--- config.mk ---
export PLATFORM = sky130hd
export DESIGN_NAME = enc4x2_reg
export DESIGN_NICKNAME = d
export VERILOG_FILES = /design/src/rtl/enc_pkg.sv /design/src/rtl/prio_enc4x2.sv /design/src/rtl/enc4x2_reg.sv
export SDC_FILE = /design/constraint.sdc
export NUM_CORES = 1
export LEC_CHECK = 0
export ABC_AREA = 1
export ABC_CLOCK_PERIOD_IN_PS = 900
export BUFFER_PORTS_ARGS = -buffer_cell sky130_fd_sc_hd__buf_2
export CAP_MARGIN = 10
export CORE_AREA = 2 2 39 41
export CTS_CLUSTER_DIAMETER = 100
export DETAILED_ROUTE_END_ITERATION = 12
export DIE_AREA = 0 0 41 43
export PLACE_DENSITY_LB_ADDON = 0.08
export SLEW_MARGIN = 10
export SYNTH_ARGS = -nofsm -noshare
export SYNTH_HDL_FRONTEND = slang
export SYNTH_SLANG_ARGS = --single-unit
--- constraint.sdc ---
create_clock -name clk -period 0.9 [get_ports clk]
set_input_delay 0.18 -clock clk [delete_from_list [all_inputs] [get_ports clk]]
set_output_delay 0.18 -clock clk [all_outputs]
set_load 0.01 [all_outputs]
--- src/rtl/enc_pkg.sv ---
// Shared definitions for the registered priority encoder: FSM state codes and default code width.
package enc_pkg;

    localparam int AW_DEFAULT = 2;

    typedef enum logic [1:0] {
        IDLE    = 2'b00,
        HOLD    = 2'b01,
        RELEASE = 2'b10
    } state_t;

endpackage

--- src/rtl/prio_enc4x2.sv ---
// Combinational priority encoder: index of the highest set request bit, plus any/multi flags.
module prio_enc4x2 #(
    parameter int AW = 2
) (
    input  logic [2**AW-1:0] d_i,
    output logic [AW-1:0]    code_o,
    output logic             any_o,
    output logic             multi_o
);

    localparam int N = 2**AW;

    // Ascending scan so the last hit, i.e. the highest set bit, wins.
    always_comb begin
        code_o = '0;
        for (int i = 0; i < N; i++) begin
            if (d_i[i]) begin
                code_o = i[AW-1:0];
            end
        end
    end

    assign any_o   = |d_i;
    // Clearing the lowest set bit leaves something only when more than one bit was set.
    assign multi_o = |(d_i & (d_i - N'(1)));

endmodule

--- src/rtl/enc4x2_reg.sv ---
// Registered priority encoder with valid/ack handshake: captures prio(D) and holds it until acked.
module enc4x2_reg
    import enc_pkg::*;
#(
    parameter int AW               = AW_DEFAULT,
    parameter bit REARM_ON_RELEASE = 1'b1
) (
    input  logic             clk,
    input  logic             rst,
    input  logic             E,
    input  logic [2**AW-1:0] D,
    input  logic             ack,
    output logic [AW-1:0]    A,
    output logic             V,
    output logic             MULTI
);

    state_t        state_q, state_d;
    logic [AW-1:0] a_q, a_d;
    logic          v_q, v_d;
    logic          multi_q, multi_d;

    logic [AW-1:0] enc_code;
    logic          enc_any;
    logic          enc_multi;

    prio_enc4x2 #(.AW(AW)) u_prio (
        .d_i     (D),
        .code_o  (enc_code),
        .any_o   (enc_any),
        .multi_o (enc_multi)
    );

    always_ff @(posedge clk or posedge rst) begin
        if (rst) begin
            state_q <= IDLE;
            a_q     <= '0;
            v_q     <= 1'b0;
            multi_q <= 1'b0;
        end else begin
            state_q <= state_d;
            a_q     <= a_d;
            v_q     <= v_d;
            multi_q <= multi_d;
        end
    end

    // A and MULTI only move on a capture; they keep the last code after V drops.
    always_comb begin
        state_d = state_q;
        a_d     = a_q;
        v_d     = v_q;
        multi_d = multi_q;
        case (state_q)
            IDLE: begin
                v_d = 1'b0;
                if (E && enc_any) begin
                    a_d     = enc_code;
                    multi_d = enc_multi;
                    v_d     = 1'b1;
                    state_d = HOLD;
                end
            end
            HOLD: begin
                v_d = 1'b1;
                if (ack) begin
                    v_d     = 1'b0;
                    state_d = REARM_ON_RELEASE ? RELEASE : IDLE;
                end
            end
            RELEASE: begin
                v_d = 1'b0;
                if (!enc_any) begin
                    state_d = IDLE;
                end
            end
            default: begin
                v_d     = 1'b0;
                state_d = IDLE;
            end
        endcase
    end

    assign A     = a_q;
    assign V     = v_q;
    assign MULTI = multi_q;

endmodule

== Word-level counts from Yosys, hierarchy flattened ==
Index checks and enable logic that the tools add are counted.
Storage, ports and cells
  register bits after elaboration: 6
  input bits: 8
  logic and storage cells: 27
Operators by class
  $add $sub $neg: 1
  equal/unequal tests: 5
  multiplexer cells: 10
  bitwise logic cells: 1
  reduce and logical (&&, ||, !) cells: 6
Operators by type and width (count)
  2-to-1 mux 2 bit: 5
  OR reduction 4 bit: 2
  != test 2 bit (second input constant): 3
  one-hot mux 2 bit (3 select lines): 1
  bitwise AND 4 bit: 1
  subtractor 4 x 1 -> 4 bit (second input constant): 1
  2-to-1 mux 1 bit: 3
  AND reduction 3 bit: 1
  equality test 2 x 1 -> 1 bit (second input constant): 1
  equality test 2 bit (second input constant): 1
  zero test 2 bit: 1
  one-hot mux 1 bit (2 select lines): 1
  AND reduction 2 bit: 1
  logical AND 1 bit: 1

== Depth between registers and ports, before layout ==
Gate-level depths: netlist of the first run.
  word-level depth: 4
  depth in mapped cells: 6
  depth with buffers taken out: 6

== Modules after synthesis ==
Synthesis of the first run repeated with hierarchy kept, for this count alone.
Second synthesis, totals
  cells, all modules: 42
  area, all modules: 304.0 sq um
Modules (own cells, without submodules)
  enc4x2_reg: seq. area each 150.1 sq um, cells each 28, times used 1, area an instance 245.2 sq um
  prio_enc4x2: seq. area each 0.0 sq um, cells each 14, times used 1, area an instance 58.8 sq um

== Least setup slack after synthesis of the first run ==
No wires, ideal clock.
  path type: reg2reg
  start: register state_q[1]
  end: register a_q[0] (netlist: A[0])
  buffers on the path: 0
  arrival: 789 ps
  setup time: 117 ps
  setup slack: -5 ps
  stages on the path, launching flop included: 7
  clock period less this slack: 905 ps
  cell sequence: dfrtp_1 nor2_2 nand2_2 inv_2 nand2_4 nand2_1 nand2_1
On the way
  word-level cells in the longest chain between the ends: 2
Ends and longest elaborated chain
  start: declaration: line enc4x2_reg.sv:18  | state_t state_q, state_d;
  start signal: assignment: line enc4x2_reg.sv:41  | state_q <= state_d;
  zero test 2 bit: line enc4x2_reg.sv:54  | case (state_q)
  AND reduction 2 bit (no line)
  end signal: assignment: line enc4x2_reg.sv:37  | a_q <= '0;
  end signal: assignment: line enc4x2_reg.sv:42  | a_q <= a_d;
  end: declaration: line enc4x2_reg.sv:19  | logic [AW-1:0] a_q, a_d;
Every way passes these cells.
A chain may end at the register's enable or synchronous reset.

== Worst setup path in the final report of the first run ==
  start: register a_q[1] (netlist: A[1])
  end: output A[1]
RTL lines
  end: declaration: line enc4x2_reg.sv:13  | output logic [AW-1:0] A,
No word-level cell between the ends.

==> results of run 1 <==
## how the worst max path moves through the flow
stage          slack, ns  endpoint  depth (start not counted)       start
2_1_floorplan       0.02      A[0]                          6  state_q[1]
3_3_place_gp       -0.02     MULTI                          6  state_q[0]
3_5_place_dp       -0.03      A[0]                          6  state_q[0]
4_1_cts            -0.04      A[0]                          1        A[0]
5_1_grt             -0.1      A[0]                          1        A[0]
6_report           -0.03      A[1]                          1        A[1]
## state kept, by name (all words and copies together) (netlist names)
| register | count |
|---|---|
| A | 2 |
| state_q | 2 |
| MULTI | 1 |
| V | 1 |
## power by group
group | leakage, nW | switching, mW | internal (mW)
Clock | 0.0138 | 0.106 | 0.151
Combinational | 0.185 | 0.298 | 0.287
Sequential | 0.0737 | 0.0611 | 0.400
Total | 0.273 | 0.465 | 0.838
## worst reg2reg max path: cells and delay by family, from the launching register on
family        cells  cell delay, ns
flops             1            0.38
simple gates      5            0.33
buf+inv           1            0.08
## repair_timing
item / CTS / global route
gates resized for setup: 0 / 0
setup endpoints to repair: 7 / 9
hold endpoints to repair: 6 / 0
buffers inserted: 3 / 0
hold buffers: 1 / 0
pin swaps: 1 / 0
## placed cells by master (no fill, tap or decap)
master         instances
buf_2                 11
buf_4                  4
clkbuf_4               3
dfrtp_1                6
dlygate4sd3_1          1
inv_1                  7
inv_2                  1
nand2_1               16
nand2_2                3
nand2_4                1
nand3_1                2
nor2_1                 3
nor2_2                 3
o21ai_0                1
o31ai_1                2
## layer usage
layer | vias to the layer above | share of wire
met3 | 2 | 0.061
met5 | - | 0
met4 | 0 | 0.023
li1 | 174 | -
met1 | 135 | 0.46
met2 | 12 | 0.45
## logic make-up (layout without fill, tap and decap cells)
group           Yosys count  in the layout  synth area share
compound gates            3              3            0.0606
buf+inv                   8             27            0.0909
flops                     6              6             0.455
simple gates             28             28             0.394
## stage by stage
| stage | instances | worst slack [ns] |
|---|---|---|
| floorplan | 45 | 0.0174 |
| global placement | 73 | -0.0202 |
| detailed placement | 73 | -0.0287 |
| CTS | 80 | -0.0357 |
| global route | 80 | -0.0950 |
| finish | 80 | -0.0279 |
## layout make-up
| type | count | area, um^2 |
|---|---|---|
| Sequential cell | 6 | 150 |
| Multi-Input combinational cell | 31 | 150 |
| Timing Repair Buffer | 16 | 95.1 |
| Tap cell | 16 | 20.0 |
| Clock buffer | 3 | 22.5 |
| Fill cell | 155 | 916 |
| Inverter | 8 | 30.0 |
==> flow_metrics.tcl, run 1 <==
set metrics [dict create \
    status "finished, violations left" \
    violations "setup timing" \
    cp.arrival_ns 0.75 \
    cts.sinks 6 \
    antenna_found_initial 0 \
    path_cells "buf_2" \
    ys.warnings.count 0 \
    top_usage_layer "met2" \
    fin_tns_setup_ns -0.119 \
    use_met2 0.141 \
    rows 14 \
    synth_nets 53 \
    firstDrtPassIters 3 \
    yosys-top-cells-area "dfrtp_1 45%, nand2_1 18%, inv_1 8.0%" \
    yosys-top-cells-count "16 x nand2_1, 7 x inv_1, 6 x dfrtp_1" \
    fp.dieArea_um2 1760 \
    ir_worst_vdd_mv 0.626 \
    dpl_cell_area_um2 413 \
    clock_skew_ns 0.00172 \
    ys_types 11 \
    start_kind "flip-flop" \
    io-pin-count 12 \
    cp_num_buf_inv 1 \
    cts-root-buf "clkbuf_4" \
    syn_area_per_cell_um2 7.34 \
    worst_slew_pin_slew_ns 0.245 \
    cp-end-kind "primary output" \
    rsz0062_at_grt "true" \
    initialDrtViolationCount 4 \
    p_per_area_nw_per_um2 2780 \
    fmax_ghz 1.08 \
    numCtsBuffers 3 \
    period_share 1.03 \
    p_total_mw 1.30 \
    hold_violations 0 \
    critPathMaxFanout 2 \
    required_ns 0.72 \
    setup_slack_ns -0.0279 \
    slew_headroom 0.836 \
    synth_top_area_cell "dfrtp_1" \
    post_drt_wl_per_cell_um 8.20 \
    syn2layout_area_growth_pct 41.7 \
    ys_ff_latch 6 \
    grt_overflow_total 0 \
    cts.path.max_buffers 2 \
    synth_area_um2 330 \
    setup.worst_path.class "reg -> out" \
    remaining_drc_errors 0 \
    dieWidth_um 41 \
    synth_cells 45 \
    start_util 0.239 \
    layout-drive-gt1-share 0.406 \
    clkLatencyLatePin_ns 0.24 \
    core_area_um2 1380 \
    route.vias.total 323 \
    setup_viol 7 \
    async_reset_ff_frac 1.00 \
    crit_family "flip-flops" \
    io_buffers 11 \
    track_usage 0.103 \
    hold_ws_ns 0.134 \
    min_period_ns 0.928 \
    grt_pass1_wl_mm 1.13 \
    gr-usage-met3 0.0471 \
    num_antenna_cells 0 \
    fin_util 0.338 \
    max_stage_delay_ns 0.37 \
    drv_slew 0 \
    ff2ff_path_depth 6 \
    rrSetupSlack_ns -0.02 \
    die-height_um 43 \
    fin_area_um2 468 \
    max_cap_violations 0 \
    gp_congestion 0.660 \
    synth.yosys.seq_area_share 0.455 \
    holdPathEnd "V" \
    fin_nets 74 \
    hp-start "ack" \
    htreeDepth 1 \
    grt_max_degree 7 \
    reg2reg_to "A[0]" \
    routed_wl_um 656 \
    p_leak_nw 0.273 \
    holdPathStages 2 \
    grt_util_met1 0.119 \
    grt_pass1_vias 298 \
    yosysMostFrequentCell "nand2_1" \
    slowest_stage "dfrtp_1" \
    synth_top_area_share 0.455 \
    path_clk_slew_ns 0.05 \
    synth_flop_cell "dfrtp_1" \
    via_per_inst 4.04 \
    min_path_type "in -> reg" \
    synth_edf_count 0 \
    ant_nets 0 \
    cts_tree "done" \
    timing.rr.start "state_q[1]" \
]
(Power assumes the default switching activity.)
==> run 2, diff against run 1 <==
- SKIP_CTS_REPAIR_TIMING: unset -> 1
==> flow_metrics.tcl, run 2 (synthesized netlist as in run 1, its figures left out) <==
set metrics [dict create \
    die-height_um 43 \
    io-pin-count 12 \
    cts.path.max_buffers 2 \
    pwr-share-seq 0.356 \
    initialDrtViolationCount 4 \
    hold_violations 0 \
    pwr-share-comb 0.450 \
    p_per_area_nw_per_um2 2800 \
    min_path_type "in -> reg" \
    cts-root-buf "clkbuf_4" \
    ff2ff_path_depth 6 \
    rows 14 \
    dieWidth_um 41 \
    holdPathEnd "V" \
    sw_frac_of_total 0.359 \
    violations "setup timing" \
    track_usage 0.102 \
    final_common_cell "nand2_1" \
    fin_area_um2 472 \
    remaining_drc_errors 0 \
    max_cap_violations 0 \
    antenna_found_initial 0 \
    hold_ws_ns 0.134 \
    required_ns 0.72 \
    n_fill_cell 157 \
    multiInputGateArea_um2 155 \
    fmax_ghz 1.06 \
    p_sw_mw 0.474 \
    path_cells "buf_2" \
    start_util 0.239 \
    grt_pass1_vias 285 \
    syn2layout_area_growth_pct 42.8 \
    path_clk_slew_ns 0.05 \
    clkPwrFrac 0.195 \
    routed_wl_um 649 \
    cp-end-kind "primary output" \
    slowest_stage "dfrtp_1" \
    critPathMaxFanout 2 \
    fin_tns_setup_ns -0.141 \
    p_int_mw 0.846 \
    rsz0062_at_grt "true" \
    cp.arrival_ns 0.76 \
    setup_viol 7 \
    ir_worst_vdd_mv 0.634 \
    layout-drive-gt1-share 0.429 \
    cp_num_buf_inv 1 \
    crit_family "flip-flops" \
    route.vias.total 321 \
    timing.rr.start "state_q[1]" \
    fin_nets 73 \
    cts_tree "done" \
    slew_headroom 0.837 \
    hp-start "ack" \
    via_per_inst 4.06 \
    fin_util 0.341 \
    period_share 1.04 \
    seqCellArea_um2 150 \
    worst_slew_pin_slew_ns 0.245 \
    min_period_ns 0.939 \
    reg2reg_to "A[1]" \
    num_antenna_cells 0 \
    final_cell_mix "14 x nand2_1, 10 x buf_2, 7 x inv_1" \
    firstDrtPassIters 3 \
    grt_pass1_wl_mm 1.12 \
    setup.worst_path.class "reg -> out" \
    status "finished, violations left" \
    start_kind "flip-flop" \
    fp.dieArea_um2 1760 \
    grt_max_degree 7 \
    htreeDepth 1 \
    holdPathStages 2 \
    setup_slack_ns -0.0392 \
    max_stage_delay_ns 0.38 \
    dpl_cell_area_um2 413 \
    clock_skew_ns 0.00185 \
    post_drt_wl_per_cell_um 8.22 \
    cts.sinks 6 \
    grt_overflow_total 0 \
    core_area_um2 1380 \
    rrSetupSlack_ns -0.01 \
    ant_nets 0 \
    drv_slew 0 \
    numCtsBuffers 3 \
    io_buffers 11 \
    gp_congestion 0.660 \
    p_leak_nw 0.270 \
    clkLatencyLatePin_ns 0.24 \
]
## run 2: changes by cell type in the layout (fill, tap and decap cells not counted), sizes merged
cell	before	now
buf	15	14
## run 2: worst max-delay path by stage
stage | start | endpoint | depth (start not counted)
floorplan | state_q[1] | A[0] | 6
global placement | state_q[0] | MULTI | 6
detailed placement | state_q[0] | A[0] | 6
CTS | MULTI | MULTI | 1
global route | state_q[1] | A[0] | 6
finish | MULTI | MULTI | 1
## run 2: per-stage QoR
step | setup WS (ns) | total power, mW | cells
floorplan | 0.0174 | 0.774 | 45
global placement | -0.0202 | 0.963 | 73
detailed placement | -0.0287 | 0.964 | 73
CTS | -0.0497 | 1.23 | 76
global route | -0.0861 | 1.47 | 79
finish | -0.0392 | 1.32 | 79
## run 2: area by class of cell
| type | instances | area share |
|---|---|---|
| Clock buffer | 3 | 0.0477 |
| Inverter | 8 | 0.0637 |
| Multi-Input combinational cell | 31 | 0.329 |
| Sequential cell | 6 | 0.318 |
| Tap cell | 16 | 0.0424 |
| Timing Repair Buffer | 15 | 0.199 |
## run 2: metal layers
metal	part of all wire	routed length, um	vias up	track usage
met5	0	0	-	0
met4	0.023	15	0	0.0800
met3	0.062	40	2	0.0471
met2	0.45	294	12	0.138
met1	0.46	298	135	0.119
li1	-	-	172	-
## run 2: power by group through the flow
| stage | Sequential, mW | Combinational (mW) | Clock [mW] |
|---|---|---|---|
| finish | 0.470 | 0.594 | 0.257 |
| global route | 0.490 | 0.677 | 0.299 |
| floorplan | 0.524 | 0.250 | 0 |
| CTS | 0.470 | 0.495 | 0.264 |
| detailed placement | 0.473 | 0.491 | 0 |
| global placement | 0.474 | 0.489 | 0 |
==> run 3, diff against run 2 <==
- CORE_AREA: 2 2 39 41 -> 4 4 41 43
- DIE_AREA: 0 0 41 43 -> 0 0 45 47
==> flow_metrics.tcl, run 3 (synthesized netlist as in run 1, its figures left out) <==
set metrics [dict create \
    path_cells "buf_2" \
    critPathMaxFanout 2 \
    setup.worst_path.class "reg -> out" \
    start_util 0.254 \
    core_area_um2 1300 \
    cts-root-buf "clkbuf_4" \
    ant_nets 0 \
    firstDrtPassIters 4 \
    cp-end-kind "primary output" \
    final_cell_mix "15 x nand2_1, 11 x buf_2, 7 x inv_1" \
    ir_worst_vdd_mv 1.17 \
    fin_nets 73 \
    cp_num_buf_inv 1 \
    status "finished, violations left" \
    gp_congestion 0.629 \
    drv_slew 0 \
    use_met2 0.116 \
    grt_overflow_total 0 \
    worst_slew_pin_slew_ns 0.248 \
    dieWidth_um 45 \
    crit_family "flip-flops" \
    p_sw_mw 0.457 \
    io-pin-count 12 \
    cp.arrival_ns 0.75 \
    initialDrtViolationCount 2 \
    cts.sinks 6 \
    fp.dieArea_um2 2120 \
    die-height_um 47 \
    clkLatencyLatePin_ns 0.24 \
    required_ns 0.72 \
    syn2layout_area_growth_pct 39.8 \
    slowest_stage "dfrtp_1" \
    n_fill_cell 152 \
    violations "setup timing" \
    hold_ws_ns 0.141 \
    htreeDepth 1 \
    grt_pass1_wl_mm 1.12 \
    gr-usage-met3 0.0575 \
    layout-drive-gt1-share 0.413 \
    rows 13 \
    route.vias.total 326 \
    fmax_ghz 1.08 \
    setup_viol 6 \
    rsz0062_at_grt "true" \
    final_common_cell "nand2_1" \
    min_period_ns 0.929 \
    min_path_type "in -> reg" \
    post_drt_wl_per_cell_um 8.74 \
    grt_max_degree 7 \
    p_leak_nw 0.268 \
    top_usage_layer "met2" \
    cts.path.max_buffers 2 \
    routed_wl_um 682 \
    grt_pass1_vias 288 \
    fin_tns_setup_ns -0.123 \
    pwr-share-comb 0.445 \
    num_antenna_cells 0 \
    slew_headroom 0.834 \
    path_clk_slew_ns 0.05 \
    max_cap_violations 0 \
    grt_util_met1 0.0849 \
    track_usage 0.0784 \
    clock_skew_ns 0.000370 \
    cts_tree "done" \
    period_share 1.03 \
    antenna_found_initial 0 \
    io_buffers 11 \
    clkPwrFrac 0.196 \
    p_per_area_nw_per_um2 2760 \
    pwr-share-seq 0.359 \
    p_int_mw 0.819 \
    start_kind "flip-flop" \
    sw_frac_of_total 0.358 \
    max_stage_delay_ns 0.37 \
    dpl.hpwl_um 574 \
    via_per_inst 4.18 \
    remaining_drc_errors 0 \
    hold_violations 0 \
    numCtsBuffers 3 \
    setup_slack_ns -0.0288 \
]
-- run 3: cell counts in the layout (fill, tap and decap cells not counted) --
Identical to the previous run, type by type.
-- run 3: final cells by class --
type | instances | area (um^2) | share of cell area
tap | 15 | 18.8 | 0.0407
clock buffer | 3 | 22.5 | 0.0488
multi-input combinational | 31 | 153 | 0.331
sequential | 6 | 150 | 0.325
timing repair buffer | 15 | 87.6 | 0.190
inverter | 8 | 30.0 | 0.0650
-- run 3: stage by stage --
| stage | utilization | worst slack (ns) | std cells | total power, mW | area, um^2 |
|---|---|---|---|---|---|
| after floorplan | - | 0.0174 | 45 | 0.774 | 330 |
| after global placement | 0.316 | -0.0184 | 72 | 0.961 | 412 |
| after detailed placement | 0.316 | -0.0189 | 72 | 0.962 | 412 |
| after CTS | 0.334 | -0.0637 | 75 | 1.23 | 434 |
| after global routing | 0.355 | -0.0831 | 78 | 1.39 | 462 |
| final | 0.355 | -0.0288 | 78 | 1.28 | 462 |
-- run 3: worst paths after layout --
check                      cells after the start          to  startpoint  slack, ns
max in group asynchronous                      3        A[0]         rst       0.30
min reg2reg                                    2        A[0]        A[0]       0.47
min in group asynchronous                      3           V         rst       0.40
min                                            2  state_q[0]         ack       0.14
max                                            1        A[0]        A[0]      -0.03
max reg2reg                                    6        A[0]  state_q[1]      -0.02
-- run 3: metal layers --
layer | share of wire | wire (um)
met4 | 0.0088 | 6
met1 | 0.47 | 321
met2 | 0.46 | 311
met3 | 0.063 | 43
met5 | 0 | 0
-- run 3: worst reg2reg max path, delay by kind of cell (launching register included) --
kind | cells | cell delay (ns)
DFF | 1 | 0.38
buffers and inverters | 1 | 0.08
and+or+nand+nor | 5 | 0.36
-- run 3: power by group through the flow --
stage          registers [mW]  logic, mW  clock network [mW]
6_report                0.458      0.567               0.251
5_1_grt                 0.473      0.633               0.284
4_1_cts                 0.469      0.492               0.266
3_5_place_dp            0.473      0.490                   0
3_3_place_gp            0.472      0.489                   0
2_1_floorplan           0.524      0.250                   0
